$ cat src/rtl/pipelined_alu.sv
// pipelined_alu: single-issue ALU with a valid/ready front end and a held,
// valid/ready result register. Single-cycle ops land in HOLD on the accept
// edge; multiply runs an iterative shift-add for WIDTH cycles before HOLD.
module pipelined_alu #(
   parameter int WIDTH = 32,
   parameter int SHW   = $clog2(WIDTH)
) (
   input  logic             clk,
   input  logic             reset,
   input  logic             in_valid,
   output logic             in_ready,
   input  logic [3:0]       op,
   input  logic [WIDTH-1:0] a,
   input  logic [WIDTH-1:0] b,
   output logic             out_valid,
   input  logic             out_ready,
   output logic [WIDTH-1:0] result,
   output logic             zero,
   output logic             carry,
   output logic             ovf,
   output logic             err
);

   localparam int CW = $clog2(WIDTH + 1);

   localparam logic [3:0] OP_ADD  = 4'b0000;
   localparam logic [3:0] OP_SUB  = 4'b0001;
   localparam logic [3:0] OP_XOR  = 4'b0010;
   localparam logic [3:0] OP_OR   = 4'b0011;
   localparam logic [3:0] OP_AND  = 4'b0100;
   localparam logic [3:0] OP_NOT  = 4'b0101;
   localparam logic [3:0] OP_SLL  = 4'b0110;
   localparam logic [3:0] OP_SRL  = 4'b0111;
   localparam logic [3:0] OP_SLTU = 4'b1000;
   localparam logic [3:0] OP_MUL  = 4'b1001;
   localparam logic [3:0] OP_SLTS = 4'b1010;
   localparam logic [3:0] OP_SRA  = 4'b1011;

   typedef enum logic [1:0] {IDLE, MUL, HOLD} state_t;

   typedef struct packed {
      logic [WIDTH-1:0] res;
      logic             carry;
      logic             ovf;
      logic             err;
   } alu_resp_t;

   state_t           state_q, state_d;
   logic [CW-1:0]    cnt_q, cnt_d;
   logic [WIDTH-1:0] acc_q, acc_d;
   logic [WIDTH-1:0] mcand_q, mcand_d;
   logic [WIDTH-1:0] mplier_q, mplier_d;
   logic [WIDTH-1:0] result_q, result_d;
   logic             carry_q, carry_d;
   logic             ovf_q, ovf_d;
   logic             err_q, err_d;

   alu_resp_t        alu;
   logic [WIDTH:0]   add_w;
   logic [WIDTH:0]   sub_w;
   logic [SHW-1:0]   shamt;
   logic             accept;

   // Single-cycle datapath: result and flags for every non-mul opcode.
   always_comb begin
      alu   = '0;
      add_w = {1'b0, a} + {1'b0, b};
      sub_w = {1'b0, a} - {1'b0, b};   // top bit is the borrow (a < b unsigned)
      shamt = b[SHW-1:0];
      case (op)
         OP_ADD: begin
            alu.res   = add_w[WIDTH-1:0];
            alu.carry = add_w[WIDTH];
            alu.ovf   = (a[WIDTH-1] == b[WIDTH-1]) && (add_w[WIDTH-1] != a[WIDTH-1]);
         end
         OP_SUB: begin
            alu.res   = sub_w[WIDTH-1:0];
            alu.carry = sub_w[WIDTH];
            alu.ovf   = (a[WIDTH-1] != b[WIDTH-1]) && (sub_w[WIDTH-1] != a[WIDTH-1]);
         end
         OP_XOR:  alu.res = a ^ b;
         OP_OR:   alu.res = a | b;
         OP_AND:  alu.res = a & b;
         OP_NOT:  alu.res = ~a;
         OP_SLL:  alu.res = a << shamt;
         OP_SRL:  alu.res = a >> shamt;
         OP_SRA:  alu.res = $unsigned($signed(a) >>> shamt);
         OP_SLTU: alu.res = {{(WIDTH-1){1'b0}}, (a < b)};
         OP_SLTS: alu.res = {{(WIDTH-1){1'b0}}, ($signed(a) < $signed(b))};
         OP_MUL:  alu.res = '0;          // handled by the iterative unit
         default: begin
            alu.res = '1;
            alu.err = 1'b1;
         end
      endcase
   end

   // Next-state, handshake and multiply-iteration logic.
   always_comb begin
      state_d   = state_q;
      cnt_d     = cnt_q;
      acc_d     = acc_q;
      mcand_d   = mcand_q;
      mplier_d  = mplier_q;
      result_d  = result_q;
      carry_d   = carry_q;
      ovf_d     = ovf_q;
      err_d     = err_q;
      in_ready  = 1'b0;
      out_valid = 1'b0;
      accept    = 1'b0;

      case (state_q)
         IDLE: begin
            in_ready = 1'b1;
            accept   = in_valid;
         end
         MUL: begin
            acc_d    = mplier_q[0] ? (acc_q + mcand_q) : acc_q;
            mcand_d  = mcand_q << 1;
            mplier_d = mplier_q >> 1;
            cnt_d    = cnt_q - CW'(1);
            // last iteration goes straight to HOLD so mul takes WIDTH cycles
            if (cnt_q == CW'(1)) begin
               state_d  = HOLD;
               result_d = acc_d;
               carry_d  = 1'b0;
               ovf_d    = 1'b0;
               err_d    = 1'b0;
            end
         end
         HOLD: begin
            out_valid = 1'b1;
            in_ready  = out_ready;
            if (out_ready) begin
               accept = in_valid;
               if (!in_valid) state_d = IDLE;
            end
         end
         default: state_d = IDLE;
      endcase

      if (accept) begin
         if (op == OP_MUL) begin
            state_d  = MUL;
            cnt_d    = CW'(WIDTH);
            acc_d    = '0;
            mcand_d  = a;
            mplier_d = b;
         end else begin
            state_d  = HOLD;
            result_d = alu.res;
            carry_d  = alu.carry;
            ovf_d    = alu.ovf;
            err_d    = alu.err;
         end
      end
   end

   // State and datapath registers; reset wins over any handshake.
   always_ff @(posedge clk) begin
      if (reset) begin
         state_q  <= IDLE;
         cnt_q    <= '0;
         acc_q    <= '0;
         mcand_q  <= '0;
         mplier_q <= '0;
         result_q <= '0;
         carry_q  <= 1'b0;
         ovf_q    <= 1'b0;
         err_q    <= 1'b0;
      end else begin
         state_q  <= state_d;
         cnt_q    <= cnt_d;
         acc_q    <= acc_d;
         mcand_q  <= mcand_d;
         mplier_q <= mplier_d;
         result_q <= result_d;
         carry_q  <= carry_d;
         ovf_q    <= ovf_d;
         err_q    <= err_d;
      end
   end

   assign result = result_q;
   assign zero   = (result_q == '0);
   assign carry  = carry_q;
   assign ovf    = ovf_q;
   assign err    = err_q;

endmodule

$ cat config.mk
export PLATFORM = sky130hd
export DESIGN_NAME = pipelined_alu
export DESIGN_NICKNAME = d
export VERILOG_FILES = /design/src/rtl/pipelined_alu.sv
export SDC_FILE = /design/constraint.sdc
export NUM_CORES = 1
export LEC_CHECK = 0
export ABC_AREA = 1
export CORE_AREA = 2 2 250 252
export DETAILED_ROUTE_END_ITERATION = 12
export DIE_AREA = 0 0 252 254
export SYNTH_ARGS = -nofsm -noshare
export SYNTH_HDL_FRONTEND = slang
export SYNTH_SLANG_ARGS = --single-unit
$ cat constraint.sdc
create_clock -name clk -period 2.9 [get_ports clk]
set_input_delay 0.725 -clock clk [delete_from_list [all_inputs] [get_ports clk]]
set_output_delay 0.725 -clock clk [all_outputs]
set_load 0.02 [all_outputs]
### Yosys cells after proc, flatten, opt, wreduce, memory -nomap -nowiden

Index checks and enable logic that the tools add are counted.

| storage, ports and cells | value |
|---|---|
| logic and storage cells | 93 |
| register bits after elaboration | 139 |
| output and inout bits | 38 |
| input port bits | 72 |

| operators by class | value |
|---|---|
| multiplexer cells | 42 |
| order comparisons | 2 |
| bitwise operators | 4 |
| shift operators | 3 |
| equality and inequality tests | 22 |
| reduce and logical (&&, ||, !) cells | 7 |
| $add $sub $neg | 4 |

Operator list:

| operator | count |
|---|---|
| 32-bit 2-to-1 mux | 14 |
| 32-bit case mux with 11 select lines | 1 |
| 32-bit less-than comparator | 2 |
| 32-bit by 32-bit adder with 33-bit output | 1 |
| 32-bit by 32-bit subtractor with 33-bit output | 1 |
| 32-bit adder | 1 |
| 32-bit bitwise AND | 1 |
| 32-bit zero test | 1 |
| 32-bit NOT | 1 |
| 32-bit bitwise OR | 1 |
| 32-bit by 5-bit << shifter with 32-bit output | 1 |
| 32-bit by 5-bit >> shifter with 32-bit output | 1 |
| 32-bit by 5-bit >>> shifter with 32-bit output | 1 |
| 32-bit bitwise XOR | 1 |
| 6-bit 2-to-1 mux | 3 |
| 4-bit by 3-bit equality test with 1-bit output, second input constant | 4 |
| 4-bit equality test, second input constant | 4 |
| 1-bit 2-to-1 mux | 15 |
| 11-bit OR reduction | 1 |
| 2-bit 2-to-1 mux | 5 |
| 3-bit inequality test, second input constant | 3 |
| 4-bit by 2-bit equality test with 1-bit output, second input constant | 2 |
| 6-bit by 1-bit equality test with 1-bit output, second input constant | 1 |
| 2-bit case mux with 3 select lines | 1 |
| other kinds (13) | 17 |

### Logic depth before layout (Yosys ltp)

Gate-level depths: netlist (run 1).

| depth | value |
|---|---|
| depth after elaboration | 6 |
| mapped depth | 21 |
| depth with buffers taken out | 19 |

### Worst setup path before layout (run 1)

Ideal clock, no wire load.

| path | value |
|---|---|
| path kind | input -> register |
| start point | in b[2] |
| end point | reg result_q[21] (netlist: result[21]) |
| path buffers | 4 |
| path slack | 4 ps |
| cell stages on the path | 20 |
| setup time | 111 ps |
| data arrival time | 2785 ps |
| required time | 2789 ps |
| path through | inv_1 buf_2 buf_2 buf_2 ha_1 buf_4 inv_1 a21oi_1 nand2_1 nand2_1 nand2_1 nand3_1 nand2_1 nand2_1 nand2_1 nand2_1 nand3_1 nand3b_1 nor2_1 nor2_1 |

| between the ends | value |
|---|---|
| longest elaborated chain between the ends | 4 |
| elaborated cells on any way between the ends | 8 |
| those cells by class | add/sub (2); shift (3); mux (3) |

Ends and longest elaborated chain:

| item | line | RTL |
|---|---|---|
| start, declared | 14 | `input logic [WIDTH-1:0] b,` |
| 32-bit by 32-bit subtractor with 33-bit output (tied with other cells) | 68 | `sub_w = {1'b0, a} - {1'b0, b};` |
| 32-bit case mux with 11 select lines (*) | 70 | `case (op)` |
| 32-bit 2-to-1 mux (*) | 144 | `if (op == OP_MUL) begin` |
| 32-bit 2-to-1 mux (*) | 143 | `if (accept) begin` |
| end signal, assigned | 178 | `result_q <= result_d;` |
| end, declared | 53 | `logic [WIDTH-1:0] result_q, result_d;` |

Mark *: on every way between the ends. The rest lies on a longest branch, timed or not.
A chain may end at the register's enable or synchronous reset.

### Worst setup path after layout (run 1)

| path | value |
|---|---|
| start point | in a[14] |
| end point | reg result_q[18] (netlist: result[18]) |

| between the ends | value |
|---|---|
| longest elaborated chain between the ends | 4 |
| elaborated cells on any way between the ends | 8 |
| those cells by class | add/sub (2); shift (3); mux (3) |

Ends and longest elaborated chain:

| item | line | RTL |
|---|---|---|
| start, declared | 13 | `input logic [WIDTH-1:0] a,` |
| 32-bit by 32-bit subtractor with 33-bit output (tied with other cells) | 68 |  |
| 32-bit case mux with 11 select lines (*) | 70 |  |
| 32-bit 2-to-1 mux (*) | 144 |  |
| 32-bit 2-to-1 mux (*) | 143 |  |

Marked as above.

==> results_dict.tcl, run 1 <==
set metrics [dict create \
    remaining_drc_errors 0 \
    ys_seq_elements 139 \
    vdd_drop_max_mv 0.420 \
    row_count 91 \
    slew_violations 0 \
    skew_ps 19.9 \
    worstMarginPinSlew_ps 999 \
    fill_cells 6685 \
    setup_viol 0 \
    slowest_stage "clkdlybuf4s50_1" \
    post-route-period-util 1.00 \
    final_cell_mix "nand2_1 (1023), buf_4 (602), nand3_1 (389)" \
    clockBufferDepth 2 \
    multi_input_area_mm2 0.0139 \
    synth_cell_types 51 \
    cts-root-buf "clkbuf_16" \
    status "finished clean" \
    rsz0062_at_grt "true" \
    critPathLaunchType "input pin" \
    grt.busiest_layer "met2" \
    dieArea_mm2 0.0640 \
    reg2reg_slack_ps 220 \
    holdCritStartpoint "mplier_q[2]$_SDFF_PP0_" \
    layout_commonest_cell "nand2_1" \
    met1_usage 0.396 \
    pwr_density_cell_mw_per_mm2 317 \
    min_period_ps 2900 \
    reg2reg_depth 17 \
    synthCells 3313 \
    yosys_warnings 0 \
    r2r-start "mcand_q[0]$_SDFF_PP0_" \
    grt_usage 0.305 \
    clock_sinks 139 \
    max_cap_violations 0 \
    min_path_type "reg -> reg" \
    wirelength_mm 99.6 \
    io_pins 110 \
    whs_path_depth 2 \
    hpwl_mm 82.2 \
    wire_per_inst_um 21.1 \
    slew_headroom 0.334 \
    synth-edff-count 0 \
    grt_pass1_wl_mm 146 \
    port_buffers 109 \
    cts_tree "yes" \
    grt_util_met2 0.502 \
    cts_max_level 4 \
    synth_flop_cell "dfxtp_1" \
    dpl-instance-area_mm2 0.0245 \
    drive_gt1_frac 0.214 \
    total_power_uw 8130 \
    overflow 0 \
    syn2layout_area_growth_pct 40.9 \
    die-height_um 254 \
    fin_hold_ws_ps 480 \
    grt_use_met3 0.0345 \
    nets 4123 \
    hold_buffers 0 \
    cp_max_fo 8 \
    finalHoldViolations 0 \
    n_antenna_cell 0 \
    grt_max_degree 89 \
    initial_utilization 0.298 \
    drtIter0Drc 2671 \
    vias 25102 \
    drtPass1Iterations 5 \
    fin_cells 4712 \
    antenna_left 0 \
    cts_buffers 17 \
    seq_area_frac_synth 0.153 \
    synthArstFlopShare 0 \
    place_congestion 1.07 \
    hold_path_end "mplier_q[1]$_SDFF_PP0_" \
    dp_cells 4677 \
    max_stage_delay_ps 460 \
    max_freq_mhz 345 \
    cts.clk_slew.worst_paths_ps 90 \
    syn-cell-area_mm2 0.0182 \
    p_leak_uw 0.0125 \
    cp-end-kind "flip-flop" \
    crit_type "in -> reg" \
    final-seq-area_mm2 0.00278 \
    postSynthAreaPerCell_um2 5.50 \
    r2r-end "result[22]$_SDFF_PP0_" \
    path_cells "clkdlybuf4s50_1 > buf_4 > inv_1 > ha_4 > nand2_1 > inv_1 > nand3_1 > buf_4 > nor2_2 > nand4_1 > nand3_1 > nand2_1 > nand3_1 > nand4_1 > nand2_1 > nor2_1" \
    design_area_mm2 0.0257 \
    syn-num-nets 3527 \
    grt_pass1_vias 23331 \
    core_mm2 0.0613 \
    dieWidth_um 252 \
    required_ps 3290 \
    grt_antenna_before_repair 1 \
    via_per_inst 5.33 \
    worstSkewPairLatency_ps 480 \
    setup_tns_ps 0 \
    arrival_ps 3280 \
]
-- what timing repair did --
action                     4_1_cts  5_1_grt
pin swaps                        1       16
resized for setup               31      132
setup endpoints to repair       19       33
setup buffers                    0        3
-- cells by family (layout without fill, tap and decap cells) --
logic type | Yosys count | after routing | share of synthesized area
AND/OR/NAND/NOR | 1880 | 1880 | 0.437
flip-flops | 139 | 139 | 0.153
XOR/XNOR | 18 | 18 | 0.00865
AO/OA/AOI/OAI | 604 | 604 | 0.186
buffers and inverters | 528 | 1137 | 0.115
adder cells (fa/ha/maj) | 142 | 142 | 0.0987
multiplexers | 2 | 2 | 0.00110
-- how the worst max path moves through the flow --
| stage | start | to | slack, ps | cells after the start |
|---|---|---|---|---|
| 2_1_floorplan | b[2] | result[21]$_SDFF_PP0_ | 4 | 20 |
| 3_3_place_gp | a[15] | result[20]$_SDFF_PP0_ | -690 | 16 |
| 3_5_place_dp | a[23] | result[0]$_SDFF_PP0_ | -690 | 14 |
| 4_1_cts | a[15] | result[16]$_SDFF_PP0_ | -80 | 15 |
| 5_1_grt | a[3] | result[18]$_SDFF_PP0_ | -1 | 17 |
| 6_report | a[14] | result[18]$_SDFF_PP0_ | 1 | 16 |
-- power by group --
group	internal [µW]	leakage (µW)	total [µW]	switching [µW]
Combinational	1540	0.0111	3720	2180
Clock	1170	0.000291	2340	1170
Sequential	1990	0.00113	2070	87.6
-- stage by stage --
| stage | utilization | setup slack [ps] |
|---|---|---|
| after global routing | 0.419 | -1.46 |
| after floorplan | - | 3.97 |
| after global placement | 0.400 | -694 |
| after detailed placement | 0.400 | -688 |
| final | 0.419 | 1.35 |
| after CTS | 0.411 | -77.3 |
-- Yosys cell counts, drive strengths merged, types with 7 or more instances --
| master | instances | share of area |
|---|---|---|
| or2 | 17 | 0.0058 |
| nand2 | 1049 | 0.22 |
| and2 | 11 | 0.0038 |
| dfxtp | 139 | 0.15 |
| o21a | 9 | 0.0037 |
| clkbuf | 68 | 0.014 |
| nor3 | 46 | 0.013 |
| buf | 87 | 0.024 |
| nand4 | 39 | 0.013 |
| o211ai | 40 | 0.016 |
| ha | 139 | 0.095 |
| inv | 373 | 0.077 |
| o21ai | 232 | 0.064 |
| xnor2 | 7 | 0.0034 |
| nor4 | 15 | 0.0051 |
| a21oi | 185 | 0.051 |
| nor2 | 286 | 0.062 |
| o22ai | 30 | 0.010 |
| o21bai | 17 | 0.0072 |
| o2111ai | 7 | 0.0034 |
| nand3b | 14 | 0.0058 |
| xor2 | 11 | 0.0053 |
| a31oi | 66 | 0.023 |
| nand3 | 400 | 0.11 |
-- worst max-delay path: cells and delay by family --
family | cells | cell delay, ps
and+or+nand+nor | 10 | 1270
buffers and inverters | 5 | 940
adders and majority gates | 1 | 340
-- routing by layer --
layer  share of wire  up-vias
li1                -    12137
met2            0.45     1129
met5               0        -
met1            0.42    11600
met3           0.071      236
met4           0.057        0
-- state kept, by name (all words and copies together) (netlist names) --
| register | flops |
|---|---|
| ovf | 1 |
| err | 1 |
| mcand_q | 32 |
| mplier_q | 32 |
| carry | 1 |
| result | 32 |
| state_q | 2 |
| cnt_q | 6 |
| acc_q | 32 |
-- area by class of cell --
| class | count | share of cell area |
|---|---|---|
| tap | 790 | 0.0385 |
| clock inverter | 15 | 0.00682 |
| sequential | 139 | 0.108 |
| timing repair buffer | 732 | 0.234 |
| clock buffer | 17 | 0.0166 |
| multi-input combinational | 2646 | 0.541 |
| inverter | 373 | 0.0546 |
(Power assumes the default switching activity.)
==> run 2, diff against run 1 <==
- PLACE_DENSITY: unset -> 0.46
- SLEW_MARGIN: unset -> 0
==> run 2 against run 1 <==
First-iteration DRC count fell by 18%. Routed wire length rose by 6.4%. Cell area rose by 0.76%. Global-route usage rose by 2.2 points. Clock power barely moved. Combinational power rose by 2%. Register-to-register slack improved by 110 ps. Die area did not move. Largest cell class unchanged.
==> results_dict.tcl, run 2 (same netlist as run 1, synthesis figures left out) <==
set metrics [dict create \
    share_comb_of_total_power 0.460 \
    cp_max_fo 7 \
    p_leak_uw 0.0126 \
    cts_max_level 4 \
    die-height_um 254 \
    max_freq_mhz 350 \
    clockBufferDepth 2 \
    min_path_type "reg -> reg" \
    grt_usage 0.327 \
    antenna_left 0 \
    cp-end-kind "flip-flop" \
    skew_ps 20.1 \
    hold_buffers 0 \
    internal-power_uw 4720 \
    switching_power_uw 3520 \
    fin_hold_ws_ps 468 \
    grt_antenna_before_repair 4 \
    cts.clk_slew.worst_paths_ps 80 \
    worstSkewPairLatency_ps 500 \
    initial_utilization 0.298 \
    layout_commonest_cell "nand2_1" \
    vdd_drop_max_mv 0.484 \
    dieWidth_um 252 \
    post-route-period-util 0.986 \
    dieArea_mm2 0.0640 \
    place_congestion 1.02 \
    row_count 91 \
    required_ps 3280 \
    critPathLaunchType "input pin" \
    pwr-share-clk 0.287 \
    worstMarginPinSlew_ps 732 \
    min_period_ps 2860 \
    hpwl_mm 87.6 \
    grt_pass1_wl_mm 154 \
    syn2layout_area_growth_pct 42.0 \
    cts_tree "yes" \
    max_cap_violations 0 \
    io_pins 110 \
    p_sw_frac 0.427 \
    overflow 0 \
    final_cell_mix "nand2_1 (1024), buf_4 (617), nand3_1 (385)" \
    via_per_inst 5.25 \
    drtPass1Iterations 7 \
    rsz0062_at_grt "true" \
    clock_sinks 139 \
    grt_pass1_vias 23640 \
    slew_headroom 0.512 \
    cts_buffers 17 \
    arrival_ps 3240 \
    grt_max_degree 109 \
    crit_type "in -> reg" \
    nets 4141 \
    wire_per_inst_um 22.4 \
    drtIter0Drc 2200 \
    core_mm2 0.0613 \
    wirelength_mm 106 \
    pwr_density_cell_mw_per_mm2 319 \
    vias 24809 \
    drive_gt1_frac 0.217 \
    pwr-share-seq 0.254 \
    cts-root-buf "clkbuf_16" \
    slew_violations 0 \
    total_power_uw 8240 \
    remaining_drc_errors 0 \
    finalHoldViolations 0 \
    port_buffers 109 \
    setup_viol 0 \
    n_antenna_cell 0 \
    status "finished clean" \
]
## run 2: cell types whose count changed in the layout (fill, tap and decap cells not counted), sizes merged
cell,before,now
buf,626,644
clkdlybuf4s50,97,92
dlymetal6s2s,6,10
inv,381,384
clkinv,6,4
clkinvlp,1,0
dlygate4sd2,3,4
## run 2: layout make-up
type / count / area, µm²
Inverter: 373 / 1400
Multi-Input combinational cell: 2646 / 13900
Clock buffer: 17 / 425
Clock inverter: 15 / 166
Sequential cell: 139 / 2780
Tap cell: 790 / 988
Fill cell: 6929 / 35400
Timing Repair Buffer: 750 / 6190
## run 2: power by group through the flow
stage / clock network (µW) / registers [µW] / logic (µW)
2_1_floorplan: 0 / 2140 / 1530
3_3_place_gp: 0 / 2130 / 3600
3_5_place_dp: 0 / 2130 / 3570
4_1_cts: 2420 / 2090 / 3610
5_1_grt: 2470 / 2090 / 4050
6_report: 2360 / 2090 / 3790
## run 2: routing by layer
layer | share of wire | track usage | vias up | wire (µm)
li1 | - | - | 12167 | -
met1 | 0.43 | 0.425 | 11509 | 45900
met2 | 0.45 | 0.538 | 938 | 47900
met3 | 0.058 | 0.0346 | 193 | 6150
met4 | 0.056 | 0.163 | 2 | 5960
met5 | 0.00011 | 0 | - | 12
## run 2: critical path, stage by stage
cell and delay (ps):
clkdlybuf4s50_1 480, buf_4 250, ha_1 180, inv_1 70, buf_4 140, o21bai_2 140
buf_4 140, nand2_1 50, nand2_1 110, inv_1 100, nand2_1 100, nand2_1 80
nand3_1 80, nand2_1 50, nand3_1 230, nand4_1 170, nand2_1 100, nor2_1 40
## run 2: stage by stage
stage / setup WS [ps] / instances / TNS (ps) / util / area (µm²)
after floorplan: 3.97 / 3313 / 0 / - / 18200
after global placement: -758 / 4697 / -19630 / 0.403 / 24700
after detailed placement: -708 / 4697 / -19530 / 0.403 / 24700
after CTS: 1.74 / 4729 / 0 / 0.414 / 25400
after global routing: -39.6 / 4730 / -109 / 0.422 / 25900
final: 41.9 / 4730 / 0 / 0.422 / 25900
## run 2: final timing paths
kind,from,to,slack (ps),cells past startpoint
min,mplier_q[3]$_SDFF_PP0_,mplier_q[2]$_SDFF_PP0_,470,2
max reg2reg,mcand_q[0]$_SDFF_PP0_,result[28]$_SDFF_PP0_,330,15
min reg2reg,mplier_q[3]$_SDFF_PP0_,mplier_q[2]$_SDFF_PP0_,470,2
max,a[10],result[22]$_SDFF_PP0_,40,18
## run 2: timing repair
action	4_1_cts	5_1_grt
setup endpoints to repair	17	34
resized for setup	32	130
pin swaps	0	9
buffers inserted	0	1
hold endpoints to repair	0	0
